$ cat src/rtl/vga_pkg.sv
// Shared defaults for the VGA timing generator: 640x480@60 timing,
// colour/coordinate widths and a small helper for axis period length.
package vga_pkg;

  localparam int DEF_H_ACTIVE = 640;
  localparam int DEF_H_FP     = 16;
  localparam int DEF_H_SYNC   = 96;
  localparam int DEF_H_BP     = 48;

  localparam int DEF_V_ACTIVE = 480;
  localparam int DEF_V_FP     = 10;
  localparam int DEF_V_SYNC   = 2;
  localparam int DEF_V_BP     = 33;

  localparam int DEF_CW = 10;
  localparam int DEF_XW = 11;

  // Full period of one axis (visible + front porch + sync + back porch).
  function automatic int axis_total(input int active, input int fp,
                                    input int sync, input int bp);
    return active + fp + sync + bp;
  endfunction

endpackage

$ cat src/rtl/vga_axis_counter.sv
// One timing axis (horizontal or vertical): a wrapping position counter
// plus combinational decodes of the wrap point, sync window and active area.
module vga_axis_counter
  import vga_pkg::*;
#(
  parameter int   ACTIVE = DEF_H_ACTIVE,
  parameter int   FP     = DEF_H_FP,
  parameter int   SYNC   = DEF_H_SYNC,
  parameter int   BP     = DEF_H_BP,
  parameter logic POL    = 1'b0,
  parameter int   XW     = DEF_XW
) (
  input  logic          clk,
  input  logic          rst,
  input  logic          en,
  output logic [XW-1:0] count,
  output logic          wrap,
  output logic          sync,
  output logic          active
);

  localparam int TOTAL = axis_total(ACTIVE, FP, SYNC, BP);

  localparam logic [XW-1:0] LAST    = XW'(TOTAL - 1);
  localparam logic [XW-1:0] SYNC_LO = XW'(ACTIVE + FP);
  localparam logic [XW-1:0] SYNC_HI = XW'(ACTIVE + FP + SYNC - 1);
  localparam logic [XW-1:0] ACT_END = XW'(ACTIVE);

  // Position counter: advances on enable, wraps from TOTAL-1 back to 0.
  always_ff @(posedge clk or posedge rst) begin
    if (rst) begin
      count <= '0;
    end else if (en) begin
      count <= wrap ? '0 : count + XW'(1);
    end
  end

  // Decodes of the current position.
  always_comb begin
    wrap   = (count == LAST);
    sync   = ((count >= SYNC_LO) && (count <= SYNC_HI)) ? POL : ~POL;
    active = (count < ACT_END);
  end

endmodule

$ cat src/rtl/vga_timing_gen.sv
// VGA raster timing generator: horizontal/vertical counters, registered
// coordinates, syncs, active flag and start pulses, plus DAC side signals.
module vga_timing_gen
  import vga_pkg::*;
#(
  parameter int   H_ACTIVE = DEF_H_ACTIVE,
  parameter int   H_FP     = DEF_H_FP,
  parameter int   H_SYNC   = DEF_H_SYNC,
  parameter int   H_BP     = DEF_H_BP,
  parameter int   V_ACTIVE = DEF_V_ACTIVE,
  parameter int   V_FP     = DEF_V_FP,
  parameter int   V_SYNC   = DEF_V_SYNC,
  parameter int   V_BP     = DEF_V_BP,
  parameter logic HS_POL   = 1'b0,
  parameter logic VS_POL   = 1'b0,
  parameter int   CW       = DEF_CW,
  parameter int   XW       = DEF_XW
) (
  input  logic          CLK25,
  input  logic          reset,
  input  logic          pix_en,
  input  logic [CW-1:0] in_r,
  input  logic [CW-1:0] in_g,
  input  logic [CW-1:0] in_b,
  output logic [XW-1:0] px,
  output logic [XW-1:0] py,
  output logic [CW-1:0] vga_r,
  output logic [CW-1:0] vga_g,
  output logic [CW-1:0] vga_b,
  output logic          hsync,
  output logic          vsync,
  output logic          video_on,
  output logic          line_start,
  output logic          frame_start,
  output logic [15:0]   frame_cnt,
  output logic          vga_blank,
  output logic          vga_sync,
  output logic          vga_clk
);

  logic [XW-1:0] hcount;
  logic [XW-1:0] vcount;
  logic          h_wrap;
  logic          v_wrap;
  logic          h_sync_lvl;
  logic          v_sync_lvl;
  logic          h_active;
  logic          v_active;
  logic          v_en;

  assign v_en = pix_en & h_wrap;

  vga_axis_counter #(
    .ACTIVE (H_ACTIVE),
    .FP     (H_FP),
    .SYNC   (H_SYNC),
    .BP     (H_BP),
    .POL    (HS_POL),
    .XW     (XW)
  ) u_h_axis (
    .clk    (CLK25),
    .rst    (reset),
    .en     (pix_en),
    .count  (hcount),
    .wrap   (h_wrap),
    .sync   (h_sync_lvl),
    .active (h_active)
  );

  vga_axis_counter #(
    .ACTIVE (V_ACTIVE),
    .FP     (V_FP),
    .SYNC   (V_SYNC),
    .BP     (V_BP),
    .POL    (VS_POL),
    .XW     (XW)
  ) u_v_axis (
    .clk    (CLK25),
    .rst    (reset),
    .en     (v_en),
    .count  (vcount),
    .wrap   (v_wrap),
    .sync   (v_sync_lvl),
    .active (v_active)
  );

  // Output registers: all sampled from the same hcount/vcount so they stay
  // mutually aligned one enabled cycle behind the counters.
  always_ff @(posedge CLK25 or posedge reset) begin
    if (reset) begin
      px          <= '0;
      py          <= '0;
      hsync       <= ~HS_POL;
      vsync       <= ~VS_POL;
      video_on    <= 1'b0;
      line_start  <= 1'b0;
      frame_start <= 1'b0;
      frame_cnt   <= '0;
    end else if (pix_en) begin
      px          <= hcount;
      py          <= vcount;
      hsync       <= h_sync_lvl;
      vsync       <= v_sync_lvl;
      video_on    <= h_active & v_active;
      line_start  <= (hcount == '0);
      frame_start <= (hcount == '0) && (vcount == '0);
      if (h_wrap && v_wrap) begin
        frame_cnt <= frame_cnt + 16'd1;
      end
    end
  end

  // Colour gating and DAC control.
  always_comb begin
    vga_r     = video_on ? in_r : '0;
    vga_g     = video_on ? in_g : '0;
    vga_b     = video_on ? in_b : '0;
    vga_blank = video_on;
    vga_sync  = 1'b0;
    vga_clk   = ~CLK25;
  end

endmodule
$ cat config.mk
export PLATFORM = sky130hd
export DESIGN_NAME = vga_timing_gen
export DESIGN_NICKNAME = d
export VERILOG_FILES = /design/src/rtl/vga_pkg.sv /design/src/rtl/vga_axis_counter.sv /design/src/rtl/vga_timing_gen.sv
export SDC_FILE = /design/constraint.sdc
export NUM_CORES = 1
export LEC_CHECK = 0
export CORE_UTILIZATION = 42
export DETAILED_ROUTE_END_ITERATION = 7
export PLACE_DENSITY = 0.77
export SYNTH_ARGS = -nofsm -noshare
export SYNTH_HDL_FRONTEND = slang
export SYNTH_SLANG_ARGS = --single-unit
$ cat constraint.sdc
create_clock -name CLK25 -period 1.9 [get_ports CLK25]
set_input_delay 0.285 -clock CLK25 [delete_from_list [all_inputs] [get_ports CLK25]]
set_output_delay 0.285 -clock CLK25 [all_outputs]
set_load 0.02 [all_outputs]
==> impl_metrics.env <==
export IMPL_core_area_sq_um=7690
export IMPL_finalHoldViolations=0
export IMPL_clk_path_buf_depth=2
export IMPL_vias_per_cell=5.15
export IMPL_final_period_utilization_pct=101
export IMPL_power_switching_uw=1070
export IMPL_totalWireLength_um=8310
export IMPL_leakagePower_uw=0.00224
export IMPL_synth_flop_cell="dfrtp_1"
export IMPL_outcome="complete, but fails checks"
export IMPL_die_height_um=90.8
export IMPL_max_freq_mhz=521
export IMPL_comb_power_share_pct=24.6
export IMPL_clkTransAtPathRegs_ns=0.07
export IMPL_maxSlewViolCount=0
export IMPL_holdBufCountCts=0
export IMPL_syn_num_nets=346
export IMPL_p_clk_share_pct=32.5
export IMPL_antenna_found_initial=0
export IMPL_first_global_vias=2803
export IMPL_cp_start_kind="flip-flop"
export IMPL_detail_route_antenna_nets=0
export IMPL_placed_cells=539
export IMPL_start_util_pct=43.1
export IMPL_stdcell_area_sq_um=4890
export IMPL_post_drt_wl_per_cell_um=14.9
export IMPL_finalNetCount=490
export IMPL_io_pins=109
export IMPL_clock_latency_ns=0.34
export IMPL_first_iter_violations=177
export IMPL_synth_area_leaders="dfrtp_1 (48%), mux2_2 (6.8%), and2_1 (5.9%)"
export IMPL_cts_tree="done"
export IMPL_synth_async_reset_ratio_pct=100
export IMPL_rsz0062_at_grt="true"
export IMPL_drive_gt1_share_pct=22.1
export IMPL_dp_hpwl_um=6090
export IMPL_grt_pass1_wl_um=13900
export IMPL_layout_min_cycle_time_ns=1.92
export IMPL_drc=0
export IMPL_p_sw_share_pct=29.2
export IMPL_dpl_cell_area_sq_um=4680
export IMPL_cts_root_buf="clkbuf_8"
export IMPL_intPower_uw=2590
export IMPL_area_delta_synth_final_pct=47.8
export IMPL_grt_max_degree=66
export IMPL_finalClockSkew_ns=0.0126
export IMPL_n_antenna_cell=0
export IMPL_yosysTopAreaCell="dfrtp_1"
export IMPL_ys_seq_area_share_pct=49.2
export IMPL_hp_class="in2async"
export IMPL_critPathCaptureType="flip-flop"
export IMPL_setup_violations=2
export IMPL_rows=32
export IMPL_io_buffers=107
export IMPL_fin_total_pwr_uw=3650
export IMPL_die_w_um=90.8
export IMPL_fin_setup_tns_ns=-0.0240
export IMPL_synth_top_area_share_pct=47.6
export IMPL_stdcell_count=558
export IMPL_power_frac_seq_pct=42.9
export IMPL_synth_cell_type_count=43
export IMPL_grtUsageTotal_pct=21.5
export IMPL_syn_inst=307
export IMPL_synth_ff_latch_count=65
export IMPL_ir_drop_mv=0.476
export IMPL_worstPathMaxFanout=2
export IMPL_fillers=639
export IMPL_hold_ws_ns=0.387
export IMPL_setup_ws_ns=-0.0194
export IMPL_r2r_start="u_v_axis.count[0]"
export IMPL_htree_levels=3
export IMPL_r2r_setup_slack_ns=-0.02
export IMPL_numCtsBuffers=9
export IMPL_timing_rr_end="frame_cnt[8]"
export IMPL_synth_edf_count=0
export IMPL_avgSynthCellArea_sq_um=10.8
export IMPL_reg2regPathDepth=7
export IMPL_arrival_ns=2.14
export IMPL_crit_type="reg2reg"
export IMPL_powerDensity_nw_per_um2=747
export IMPL_die_area_sq_um=8240
export IMPL_cap_violations=0
export IMPL_routabilityCongestion=0.922
export IMPL_vias=2871
export IMPL_overflow=0
export IMPL_violations="setup timing"
export IMPL_yosysWarnings=0
export IMPL_synthesis_area_sq_um=3310
export IMPL_cp_required_ns=2.12
export IMPL_drtPass1Iterations=4
-- area by class of cell --
cell class / instances / area [sq um] / area share, %
Clock buffer: 15 / 188 / 3.84
Clock inverter: 3 / 13.8 / 0.281
Inverter: 13 / 52.6 / 1.07
Multi-Input combinational cell: 211 / 1500 / 30.8
Sequential cell: 65 / 1630 / 33.3
Tap cell: 102 / 128 / 2.61
Timing Repair Buffer: 149 / 1380 / 28.1
-- what timing repair did --
action,in CTS,in global routing
pin swaps,1,5
setup endpoints to repair,32,19
resized for setup,33,13
setup buffers,2,1
-- worst max path at each step --
stage / slack [ns] / endpoint / depth (start not counted) / startpoint
final: -0.02 / frame_cnt[8] / 7 / u_v_axis.count[0]
after global routing: -0.1 / frame_cnt[12] / 7 / u_v_axis.count[0]
after CTS: 0.008 / frame_cnt[6] / 8 / u_v_axis.count[0]
after detailed placement: -0.02 / u_v_axis.count[8] / 6 / pix_en
after global placement: 0.02 / frame_cnt[12] / 5 / pix_en
after floorplan: 0.006 / frame_cnt[12] / 7 / u_v_axis.count[0]
-- registers in the layout (all words and copies together) (netlist names), 11 cells and up --
signal	cells
u_v_axis.count	11
u_h_axis.count	11
frame_cnt	16
py	11
px	11
-- stage by stage --
step           setup slack, ns  utilization (%)
2_1_floorplan          0.00636                -
3_3_place_gp            0.0201             60.8
3_5_place_dp           -0.0196             60.8
4_1_cts                0.00828             63.1
5_1_grt                -0.0998             63.6
6_report               -0.0194             63.6
-- cells in the mapped netlist (6+ instances only) --
| cell type | number |
|---|---|
| a21oi_1 | 7 |
| and2_1 | 31 |
| clkbuf_1 | 9 |
| dfrtp_1 | 63 |
| ha_1 | 6 |
| inv_1 | 14 |
| mux2_2 | 20 |
| nand2_1 | 25 |
| nand3_1 | 10 |
| nand4_1 | 16 |
| nor2_1 | 13 |
| nor3_1 | 9 |
| o21ai_0 | 18 |
| xnor2_1 | 22 |
| xor2_1 | 6 |
-- cell usage in the layout, fill, tap and decap left out, drive strengths merged, types with 6 or more instances in the layout --
cell,count
buf,44
a21oi,7
mux2,20
dfrtp,63
nand3,10
nor2,14
dlygate4sd2,30
o21ai,18
and2,31
clkdlybuf4s50,76
xor2,6
ha,6
clkbuf,14
nand4,18
inv,13
nor3,10
nand2,25
xnor2,22
-- routing by layer --
metal  GRT usage [%]  share of wire, %
met4            10.5               2.9
met3            6.65               8.6
met5               0                 0
met1            25.9                42
met2            34.7                46
-- worst max-delay path, cell delays in order, from the launching register on --
cell and delay (ns):
dfrtp_1 0.39, inv_2 0.09, ha_4 0.12, nor4b_4 0.24, nand4_2 0.13, or4b_4 0.59
buf_6 0.14, xnor2_1 0.11
-- kinds of logic after synthesis --
group	count (synthesis)	synth area share, %
AO/OA/AOI/OAI	30	4.92
other	1	0.113
adder cells (fa/ha/maj)	6	2.27
flip-flops	65	49.2
buffers and inverters	31	6.46
multiplexers	21	7.11
AND/OR/NAND/NOR	125	22.5
XOR/XNOR	28	7.41
-- power groups by stage --
stage / sequential [uW] / clock, uW / combinational [uW]
3_3_place_gp: 1590 / 78.0 / 921
2_1_floorplan: 1690 / 37.7 / 370
4_1_cts: 1570 / 1230 / 906
5_1_grt: 1580 / 1270 / 973
6_report: 1570 / 1190 / 900
3_5_place_dp: 1590 / 78.0 / 932
Note: power is estimated with default switching activity, not from simulation.
